### config.mk
export PLATFORM = sky130hd
export DESIGN_NAME = vend_credit_bcd_flat
export DESIGN_NICKNAME = d
export VERILOG_FILES = /design/src/rtl/vend_pkg.sv /design/src/rtl/vend_credit_bcd_if.sv /design/src/rtl/bin2bcd_seq.sv /design/src/rtl/vend_credit_bcd.sv /design/src/flat_wrapper.sv
export SDC_FILE = /design/constraint.sdc
export NUM_CORES = 1
export LEC_CHECK = 0
export ABC_CLOCK_PERIOD_IN_PS = 5500
export CORE_ASPECT_RATIO = 1.25
export CORE_MARGIN = 4
export CORE_UTILIZATION = 45
export CTS_CLUSTER_SIZE = 16
export DETAILED_ROUTE_END_ITERATION = 10
export RECOVER_POWER = 50
export SLEW_MARGIN = 40
export SYNTH_ARGS = -nofsm -noshare
export SYNTH_HDL_FRONTEND = slang
export SYNTH_SLANG_ARGS = --single-unit
### constraint.sdc
create_clock -name clk -period 5.5 [get_ports clk]
set_clock_uncertainty 0.15 [all_clocks]
set_input_delay 1.375 -clock clk [delete_from_list [all_inputs] [get_ports clk]]
set_output_delay 1.375 -clock clk [all_outputs]
set_load 0.05 [all_outputs]
### src/rtl/vend_pkg.sv
// Shared types and constants for the vending credit controller.
package vend_pkg;

  typedef enum logic [1:0] {
    IDLE   = 2'b00,
    VEND   = 2'b01,
    CHANGE = 2'b10
  } state_e;

  localparam int unsigned CREDIT_W = 10;
  localparam int unsigned CONV_LAT = 12;

  localparam logic [CREDIT_W-1:0] COIN_5   = CREDIT_W'(5);
  localparam logic [CREDIT_W-1:0] COIN_10  = CREDIT_W'(10);
  localparam logic [CREDIT_W-1:0] COIN_25  = CREDIT_W'(25);
  localparam logic [CREDIT_W-1:0] COIN_100 = CREDIT_W'(100);

  // Double-dabble digit correction applied before each shift.
  function automatic logic [3:0] dd_adj(input logic [3:0] d);
    return (d >= 4'd5) ? d + 4'd3 : d;
  endfunction

endpackage

### src/rtl/vend_credit_bcd_if.sv
// Front-panel inputs and display/dispense outputs of the credit controller.
interface vend_credit_bcd_if;
  logic        coin_5;
  logic        coin_10;
  logic        coin_25;
  logic        coin_100;
  logic        buy;
  logic        cancel;
  logic [15:0] credit_bcd;
  logic        vend;
  logic        ret_25;
  logic        ret_10;
  logic        ret_5;
  logic        reject;
  logic        busy;

  modport master (
    output coin_5, coin_10, coin_25, coin_100, buy, cancel,
    input  credit_bcd, vend, ret_25, ret_10, ret_5, reject, busy
  );

  modport slave (
    input  coin_5, coin_10, coin_25, coin_100, buy, cancel,
    output credit_bcd, vend, ret_25, ret_10, ret_5, reject, busy
  );
endinterface

### src/rtl/bin2bcd_seq.sv
// Sequential double-dabble: one shift per cycle, bcd written once with a done pulse.
module bin2bcd_seq
  import vend_pkg::*;
(
  input  logic                clk,
  input  logic                reset,
  input  logic                start,
  input  logic [CREDIT_W-1:0] bin,
  output logic                busy,
  output logic                done,
  output logic [15:0]         bcd
);

  logic [CREDIT_W+15:0] sh_q, sh_d, adj;
  logic [3:0]           cnt_q, cnt_d;
  logic                 busy_q, busy_d;
  logic                 done_q, done_d;
  logic [15:0]          bcd_q, bcd_d;

  always_comb begin
    adj = sh_q;
    for (int unsigned i = 0; i < 4; i++) begin
      adj[CREDIT_W+4*i +: 4] = dd_adj(sh_q[CREDIT_W+4*i +: 4]);
    end
    sh_d   = sh_q;
    cnt_d  = cnt_q;
    busy_d = busy_q;
    done_d = 1'b0;
    bcd_d  = bcd_q;
    if (busy_q) begin
      sh_d  = adj << 1;
      cnt_d = cnt_q - 4'd1;
      if (cnt_q == 4'd1) begin
        busy_d = 1'b0;
        done_d = 1'b1;
        bcd_d  = sh_d[CREDIT_W +: 16];
      end
    end else if (start) begin
      sh_d   = {16'h0000, bin};
      cnt_d  = 4'(CREDIT_W);
      busy_d = 1'b1;
    end
  end

  always_ff @(posedge clk or posedge reset) begin
    if (reset) begin
      sh_q   <= '0;
      cnt_q  <= '0;
      busy_q <= 1'b0;
      done_q <= 1'b0;
      bcd_q  <= '0;
    end else begin
      sh_q   <= sh_d;
      cnt_q  <= cnt_d;
      busy_q <= busy_d;
      done_q <= done_d;
      bcd_q  <= bcd_d;
    end
  end

  assign busy = busy_q;
  assign done = done_q;
  assign bcd  = bcd_q;

endmodule

### src/rtl/vend_credit_bcd.sv
// Vending credit controller: coin acceptance, vend, paced change return, BCD credit display.
module vend_credit_bcd
  import vend_pkg::*;
#(
  parameter int unsigned PRICE      = 125,
  parameter int unsigned MAX_CREDIT = 995,
  parameter int unsigned RET_GAP    = 4
) (
  input logic               clk,
  input logic               reset,
  vend_credit_bcd_if.slave  io
);

  localparam int unsigned GAP_W = (RET_GAP > 1) ? $clog2(RET_GAP) : 1;
  localparam logic [CREDIT_W-1:0] PRICE_C = CREDIT_W'(PRICE);
  localparam logic [CREDIT_W:0]   LIMIT_C = (CREDIT_W+1)'(MAX_CREDIT);
  localparam logic [GAP_W-1:0]    GAP_RELOAD = GAP_W'(RET_GAP - 1);

  state_e state_q, state_d;
  logic [CREDIT_W-1:0] credit_q, credit_d, add_val;
  logic [GAP_W-1:0]    gap_q, gap_d;
  logic ret25_q, ret25_d, ret10_q, ret10_d, ret5_q, ret5_d;
  logic reject_q, reject_d;
  logic [3:0] coins, acc;
  logic fit100, fit25, fit10, fit5;
  logic [15:0] credit_bcd_q;
  logic conv_busy, conv_done;
  logic [15:0] conv_bcd;

  assign coins  = {io.coin_100, io.coin_25, io.coin_10, io.coin_5};
  assign fit100 = ({1'b0, credit_q} + {1'b0, COIN_100}) <= LIMIT_C;
  assign fit25  = ({1'b0, credit_q} + {1'b0, COIN_25})  <= LIMIT_C;
  assign fit10  = ({1'b0, credit_q} + {1'b0, COIN_10})  <= LIMIT_C;
  assign fit5   = ({1'b0, credit_q} + {1'b0, COIN_5})   <= LIMIT_C;

  // Highest-priority asserted coin that still fits is taken; every other asserted coin is refused.
  always_comb begin
    acc     = '0;
    add_val = '0;
    if (coins[3] && fit100) begin
      acc = 4'b1000; add_val = COIN_100;
    end else if (coins[2] && fit25) begin
      acc = 4'b0100; add_val = COIN_25;
    end else if (coins[1] && fit10) begin
      acc = 4'b0010; add_val = COIN_10;
    end else if (coins[0] && fit5) begin
      acc = 4'b0001; add_val = COIN_5;
    end
  end

  always_ff @(posedge clk or posedge reset) begin
    if (reset) state_q <= IDLE;
    else       state_q <= state_d;
  end

  always_comb begin
    state_d = state_q;
    unique case (state_q)
      IDLE: begin
        if (io.cancel)                             state_d = CHANGE;
        else if (io.buy && (credit_q >= PRICE_C))  state_d = VEND;
      end
      VEND:    state_d = (credit_q != PRICE_C) ? CHANGE : IDLE;
      CHANGE:  if (credit_q == '0) state_d = IDLE;
      default: state_d = IDLE;
    endcase
  end

  always_comb begin
    io.busy = (state_q != IDLE);
    io.vend = (state_q == VEND);
  end

  always_comb begin
    credit_d = credit_q;
    gap_d    = gap_q;
    ret25_d  = 1'b0;
    ret10_d  = 1'b0;
    ret5_d   = 1'b0;
    reject_d = |coins;
    unique case (state_q)
      IDLE: begin
        gap_d = '0;
        if (!io.cancel) begin
          credit_d = credit_q + add_val;
          reject_d = |(coins & ~acc);
        end
      end
      VEND: begin
        gap_d    = '0;
        credit_d = credit_q - PRICE_C;
      end
      CHANGE: begin
        if (gap_q != '0) begin
          gap_d = gap_q - GAP_W'(1);
        end else if (credit_q != '0) begin
          gap_d = GAP_RELOAD;
          if (credit_q >= COIN_25) begin
            ret25_d = 1'b1; credit_d = credit_q - COIN_25;
          end else if (credit_q >= COIN_10) begin
            ret10_d = 1'b1; credit_d = credit_q - COIN_10;
          end else begin
            ret5_d = 1'b1; credit_d = credit_q - COIN_5;
          end
        end
      end
      default: ;
    endcase
  end

  always_ff @(posedge clk or posedge reset) begin
    if (reset) begin
      credit_q     <= '0;
      gap_q        <= '0;
      ret25_q      <= 1'b0;
      ret10_q      <= 1'b0;
      ret5_q       <= 1'b0;
      reject_q     <= 1'b0;
      credit_bcd_q <= '0;
    end else begin
      credit_q <= credit_d;
      gap_q    <= gap_d;
      ret25_q  <= ret25_d;
      ret10_q  <= ret10_d;
      ret5_q   <= ret5_d;
      reject_q <= reject_d;
      if (conv_done) credit_bcd_q <= conv_bcd;
    end
  end

  bin2bcd_seq u_conv (
    .clk   (clk),
    .reset (reset),
    .start (!conv_busy),
    .bin   (credit_q),
    .busy  (conv_busy),
    .done  (conv_done),
    .bcd   (conv_bcd)
  );

  assign io.ret_25     = ret25_q;
  assign io.ret_10     = ret10_q;
  assign io.ret_5      = ret5_q;
  assign io.reject     = reject_q;
  assign io.credit_bcd = credit_bcd_q;

endmodule

### src/flat_wrapper.sv
// flat-port wrapper written by rule: the top's interface ports become plain ports
module vend_credit_bcd_flat import vend_pkg::*;
#(
  parameter int unsigned PRICE      = 125,
  parameter int unsigned MAX_CREDIT = 995,
  parameter int unsigned RET_GAP    = 4
)
  (clk, reset, io_coin_5, io_coin_10, io_coin_25, io_coin_100, io_buy, io_cancel, io_credit_bcd, io_vend, io_ret_25, io_ret_10, io_ret_5, io_reject, io_busy);
  vend_credit_bcd_if io_i ();
  input logic clk;
  input logic reset;
  input wire logic [$bits(io_i.coin_5)-1:0] io_coin_5;
  input wire logic [$bits(io_i.coin_10)-1:0] io_coin_10;
  input wire logic [$bits(io_i.coin_25)-1:0] io_coin_25;
  input wire logic [$bits(io_i.coin_100)-1:0] io_coin_100;
  input wire logic [$bits(io_i.buy)-1:0] io_buy;
  input wire logic [$bits(io_i.cancel)-1:0] io_cancel;
  output wire logic [$bits(io_i.credit_bcd)-1:0] io_credit_bcd;
  output wire logic [$bits(io_i.vend)-1:0] io_vend;
  output wire logic [$bits(io_i.ret_25)-1:0] io_ret_25;
  output wire logic [$bits(io_i.ret_10)-1:0] io_ret_10;
  output wire logic [$bits(io_i.ret_5)-1:0] io_ret_5;
  output wire logic [$bits(io_i.reject)-1:0] io_reject;
  output wire logic [$bits(io_i.busy)-1:0] io_busy;
  assign io_i.coin_5 = io_coin_5;
  assign io_i.coin_10 = io_coin_10;
  assign io_i.coin_25 = io_coin_25;
  assign io_i.coin_100 = io_coin_100;
  assign io_i.buy = io_buy;
  assign io_i.cancel = io_cancel;
  assign io_credit_bcd = io_i.credit_bcd;
  assign io_vend = io_i.vend;
  assign io_ret_25 = io_i.ret_25;
  assign io_ret_10 = io_i.ret_10;
  assign io_ret_5 = io_i.ret_5;
  assign io_reject = io_i.reject;
  assign io_busy = io_i.busy;
  vend_credit_bcd #(.PRICE(PRICE), .MAX_CREDIT(MAX_CREDIT), .RET_GAP(RET_GAP)) u_core (.clk(clk), .reset(reset), .io(io_i));
endmodule
==> Word-level counts from Yosys, hierarchy flattened <==
Cells that the tools add are included.
{ "totals": {"register_bits": 82, "input_bits": 8, "output_inout_bits": 22, "wordCells": 118} }
{ "classes": {"n_addsub": 15, "order_cmp": 11, "n_eq_ne": 10, "mux": 48, "n_bitwise": 2, "n_reduce_logical": 19} }
{ "ops": {"columns": ["cell", "n"], "rows": [
  ["$mux W10", 8],
  ["$le A11 B10 Y1 const B", 4],
  ["$pmux W10 S3", 1],
  ["$mux W4", 7],
  ["$mux W26", 1],
  ["$mux W1", 21],
  ["$ge A4 B3 Y1 const B", 4],
  ["$add A4 B2 Y4 const B", 3],
  ["$mux W2", 6],
  ["$add A10 B3 Y11 const B", 1],
  ["$add A10 B4 Y11 const B", 1],
  ["$add A10 B5 Y11 const B", 1],
  ["$add A10 B7 Y11 const B", 1],
  ["$add A10 B10 Y10", 1],
  ["$ge A10 B4 Y1 const B", 1],
  ["$ge A10 B5 Y1 const B", 1],
  ["$ge A10 B7 Y1 const B", 1],
  ["$logic_not A10 Y1", 1],
  ["$ne A10 B7 Y1 const B", 1],
  ["$reduce_bool A10 Y1", 1],
  ["$sub A10 B3 Y10 const B", 1],
  ["$sub A10 B4 Y10 const B", 1],
  ["$sub A10 B5 Y10 const B", 1],
  ["$sub A10 B7 Y10 const B", 1],
  ["other kinds (23)", 35]
]} }

==> Longest topological paths before layout <==
{ "logic_depth": {"word_depth": 12, "mapped_depth": 19, "depth_no_buf": 19} }

==> By module <==
Synthesis repeated with hierarchy kept, for this count alone.
{ "hier_totals": {"cells_unflattened": 644, "hier_area_um2": 5609.1} }
{ "modules_own_cells": {"columns": ["mod", "n_inst", "cells_each", "area_per_inst_um2", "seq_area_each_um2"], "rows": [
  ["vend_credit_bcd", 1, 421, 3385.7, 850.8],
  ["bin2bcd_seq", 1, 223, 2223.4, 1201.2]
]} }

==> Worst setup path before layout <==
OpenSTA, ideal clock, no wires.
{ "synth_timing": {"kind": "register to register", "startpoint": "register u_core.credit_q[0]", "endpoint": "register u_core.credit_q[8]", "arrival_time_ns": 4.304, "required_ns": 5.226, "setup_slack_ns": 0.922, "path_stages_with_launch": 20, "path_cell_list": "dfrtp_1 clkbuf_1 inv_1 ha_1 or3b_1 or4b_4 o211ai_1 a41oi_1 or4b_4 a21oi_1 ha_1 inv_1 fa_1 nor2b_1 o21ai_0 a21boi_0 o211ai_1 a21boi_0 mux2i_1 a211o_1"} }
{ "synth_between": {"elab_chain_len": 10} }
{ "synth_lines": {"columns": ["item", "line", "text"], "rows": [
  ["from (decl)", "vend_credit_bcd.sv:20", "logic [CREDIT_W-1:0] credit_q, credit_d, add_val;"],
  ["from (signal assigned)", "vend_credit_bcd.sv:121", "credit_q <= credit_d;"],
  ["$add A10 B3 Y11", "vend_credit_bcd.sv:34", "assign fit5 = ({1'b0, credit_q} + {1'b0, COIN_5}) <= LIMIT_C;"],
  ["$le A11 B10 Y1", "vend_credit_bcd.sv:34", null],
  ["$logic_and A1 B1 Y1", "vend_credit_bcd.sv:46", "end else if (coins[0] && fit5) begin"],
  ["$mux W3", "vend_credit_bcd.sv:46", null],
  ["$mux W10", "vend_credit_bcd.sv:44", "end else if (coins[1] && fit10) begin"],
  ["$mux W10", "vend_credit_bcd.sv:42", "end else if (coins[2] && fit25) begin"],
  ["$mux W10", "vend_credit_bcd.sv:40", "if (coins[3] && fit100) begin"],
  ["$add A10 B10 Y10", "vend_credit_bcd.sv:85", "credit_d = credit_q + add_val;"],
  ["$mux W10", "vend_credit_bcd.sv:84", "if (!io.cancel) begin"],
  ["$pmux W10 S3", "vend_credit_bcd.sv:81", "unique case (state_q)"]
]} }
Several ways; a longest one is shown, not always the timed one. The select of a mux whose other input is x is not followed.
A chain may end at the register's enable or synchronous reset.

==> Final worst setup path <==
{ "layout_timing": {"startpoint": "register u_core.credit_q[2]", "endpoint": "register u_core.credit_q[8]"} }
The elaborated chain is that of the path after synthesis.

==> results.cfg <==
[worst_setup_path]
r2r_cells = 17
crit_path_end_kind = register
slowest_stage = dfrtp_1
r2r-end = u_core.credit_q[8]
critical_path_required_ns = 5.57
critPathMaxStageDelay_ns = 0.67
crit_arrival_ns = 5.17
path_delay_family = compound AO/OA/AOI/OAI gates
path_class = register to register
path_cells = ha_1 > o21a_1 > o2111ai_1 > a2111oi_0 > nor4b_1 > or4b_4 > a21oi_1 > ha_1 > inv_1 > fa_1 > nor2b_1 > o21ai_0 > a21boi_0 > o211ai_1 > a21boi_0 > mux2i_1 > a211o_1
critPathMaxFanout = 13
regToRegSetupSlack_ns = 0.41
critPathBufInv = 1
regToRegStartpoint = u_core.credit_q[2]
start_kind = register

[clocking]
cts_tree = yes
cts_root_buf = clkbuf_16
cts-buffers-inserted = 9
clock_sinks = 82
cts_buffer_depth = 2
path_clk_slew_ns = 0.07
ctsResizeCount = 0
post_cts_buffers = 0
hold_buffers = 0
clk_latency_ns = 0.33
cts-htree-levels = 3

[synth]
synth_nets = 641
yosysTopAreaCell = dfrtp_1
synthCells = 595
syn_area_um2 = 5330
synth_xor_area_frac = 0.0214
synth_compound_area_frac = 0.186
postSynth.asyncResetShare = 1.00
synth_top_family_by_area = simple AND/OR/NAND/NOR gates
yosysWarnings = 0
synthMuxAreaShare = 0.0570
seq_area_frac_synth = 0.385
syn_avg_cell_area_um2 = 8.96
yosys.area_share.adder = 0.0925
synth_seq_cells = 82
synth_edf_count = 0
synth-simple-area-share = 0.200
synth_top_area_share = 0.385
synthFlopType = dfrtp_1
synthTopCellsByArea = dfrtp_1 38%, ha_1 8.7%, nand2_1 5.7%
netlist-cell-type-count = 76

[grt]
met2_usage = 0.373
top_usage_layer = met2
grt_use_met3 = 0.0329
grt_first_pass_wirelength_mm = 22.3
grt_usage = 0.206
use_met1 = 0.237
grt_pass1_vias = 4369
overflow = 0
grt_max_degree = 48
grt_antenna_before_repair = 0

[sta]
finalHoldViolations = 0
fmax_ghz = 0.196
setup_viol = 0
finalCritPeriodShare = 0.926
rsz0062_at_grt = no
finalMaxSlewViolations = 48
worst_slew_pin_slew_ns = 2.07
worst_slack_ns = 0.409
slew_headroom = -0.386
final.setup.tns_ns = 0
fin_crit_ns = 5.09

[power_and_ir_drop]
total_power_mw = 3.59
power.leakage_nw = 2.68
ir_drop_uv = 296
powerDensity_nw_per_um2 = 592

[detailed_routing]
drc = 0
drt_first_pass_iters = 5
drt-vias-per-instance = 5.63
wl_per_cell_um = 17.1
vias = 4394
routed_wl_mm = 13.4
final_antenna_net_count = 0
drt-initial-drc-count = 217

[floorplan]
die-width_um = 105
pin_count = 30
fp-row-count = 44
core_area_um2 = 11600
start_util = 0.459
dieHeight_um = 130
die_area_um2 = 13700

[hold_path]
hold_depth = 2
min_to = u_core.u_conv.sh_q[2]
worstHoldPathType = register to register
hp-start = u_core.u_conv.sh_q[1]

[final_layout]
antenna_cells = 0
multiInputGateArea_um2 = 2970
fillers = 1103
nets = 661
drive_gt1_frac = 0.0984
regArea_um2 = 2050
fin_util = 0.522
area_growth_pct = 13.7

[placed_design]
preCtsSetupSlack_ns = 0.438
io_buffers = 29
gp_congestion = 0.928
place_hpwl_mm = 9.93

[status]
status = complete, but fails checks
violations = capacitance limit, slew limit

[run]
drv_cap = 1
==> how the worst max path moves through the flow <==
stage / cells after the start / startpoint / end
floorplan: 19 / u_core.credit_q[0] / u_core.credit_q[8]
global placement: 17 / u_core.credit_q[2] / u_core.credit_q[8]
detailed placement: 17 / u_core.credit_q[2] / u_core.credit_q[8]
CTS: 17 / u_core.credit_q[2] / u_core.credit_q[8]
global route: 17 / u_core.credit_q[2] / u_core.credit_q[8]
finish: 17 / u_core.credit_q[2] / u_core.credit_q[8]
==> tightest hold or removal path: stages, from the launching register on <==
cell	delay [ns]
dfrtp_1	0.32
nand2_1	0.04
o21ai_0	0.06
==> flip-flops by register name, indices dropped and copies added (netlist names) <==
| name | flops |
|---|---|
| u_core.u_conv.done | 1 |
| u_core.io.reject | 1 |
| u_core.credit_q | 10 |
| u_core.io.ret_10 | 1 |
| u_core.io.credit_bcd | 16 |
| u_core.u_conv.busy | 1 |
| u_core.io.ret_5 | 1 |
| u_core.gap_q | 2 |
| u_core.u_conv.bcd | 16 |
| u_core.u_conv.cnt_q | 4 |
| u_core.io.ret_25 | 1 |
| u_core.state_q | 2 |
| u_core.u_conv.sh_q | 26 |
==> cell usage after synthesis, drive strengths merged (7+ instances only) <==
library cell and n:
inv 41, clkbuf 19, xnor2 11, buf 14, dfrtp 82, nor2 33
mux2i 9, nand2 81, nor2b 12, o21ai 44, a21oi 39, a31oi 7
mux2 19, nand3 8, and2 14, ha 37, nand2b 11, nor3b 9
==> placed cells by master (no fill, tap or decap), types with 3 or more instances in the layout <==
cell type        Yosys  routed
mux2_2              19      19
nor2_1              32      32
mux2i_1              9       9
dfrtp_1             82      82
a221o_1              3       3
a211oi_1             4       4
o211ai_1             5       5
a221oi_1             3       3
ha_1                37      37
a32oi_1              3       3
o311ai_0             3       3
a31oi_1              7       7
nor3b_1              9       9
nand2b_1            11      11
buf_4                1      12
a2111oi_0            3       3
o32ai_1              6       6
nand2_1             81      81
xnor2_1             11      11
o221ai_1             3       3
o21a_1               6       6
nor3_1               5       5
nor2b_1             12      12
a41oi_1              3       3
nor4_1               3       3
o21ai_0             43      43
clkbuf_16            0       9
and2_0               0       9
and2_1              14       5
nand3_1              8       8
inv_1               40      39
clkdlybuf4s50_1      0      28
or3_1                5       5
a21oi_1             39      39
==> power by group <==
| group | internal, mW | switching (mW) | leakage [nW] | total, mW |
|---|---|---|---|---|
| combinational | 0.784 | 1.26 | 1.49 | 2.05 |
| sequential | 0.784 | 0.178 | 1.04 | 0.962 |
| clock | 0.332 | 0.243 | 0.138 | 0.575 |
| total | 1.90 | 1.69 | 2.68 | 3.59 |
==> layer usage <==
layer / vias up / routed length, um
met5: - / 0
met4: 0 / 531
met3: 32 / 505
met2: 110 / 6840
met1: 2111 / 5510
li1: 2141 / -
==> cell type report <==
type                            instances  area share
Multi-Input combinational cell        437       0.490
Sequential cell                        82       0.339
Timing Repair Buffer                   42      0.0634
Clock buffer                           11      0.0417
Tap cell                              161      0.0333
Inverter                               43      0.0268
Clock inverter                          5     0.00620
==> kinds of logic after synthesis <==
| group | Yosys count |
|---|---|
| flops | 82 |
| simple gates | 204 |
| fa+ha+maj | 39 |
| xor+xnor | 13 |
| buf+inv | 76 |
| compound gates | 153 |
| mux | 28 |
==> metrics by stage <==
step	area (um^2)	cells	hold WS (ns)
2_1_floorplan	5330	595	0.280
3_3_place_gp	5770	765	0.285
3_5_place_dp	5780	765	0.300
4_1_cts	6070	781	0.315
5_1_grt	6060	781	0.337
6_report	6060	781	0.309
Power figures use the tool's default switching activity.
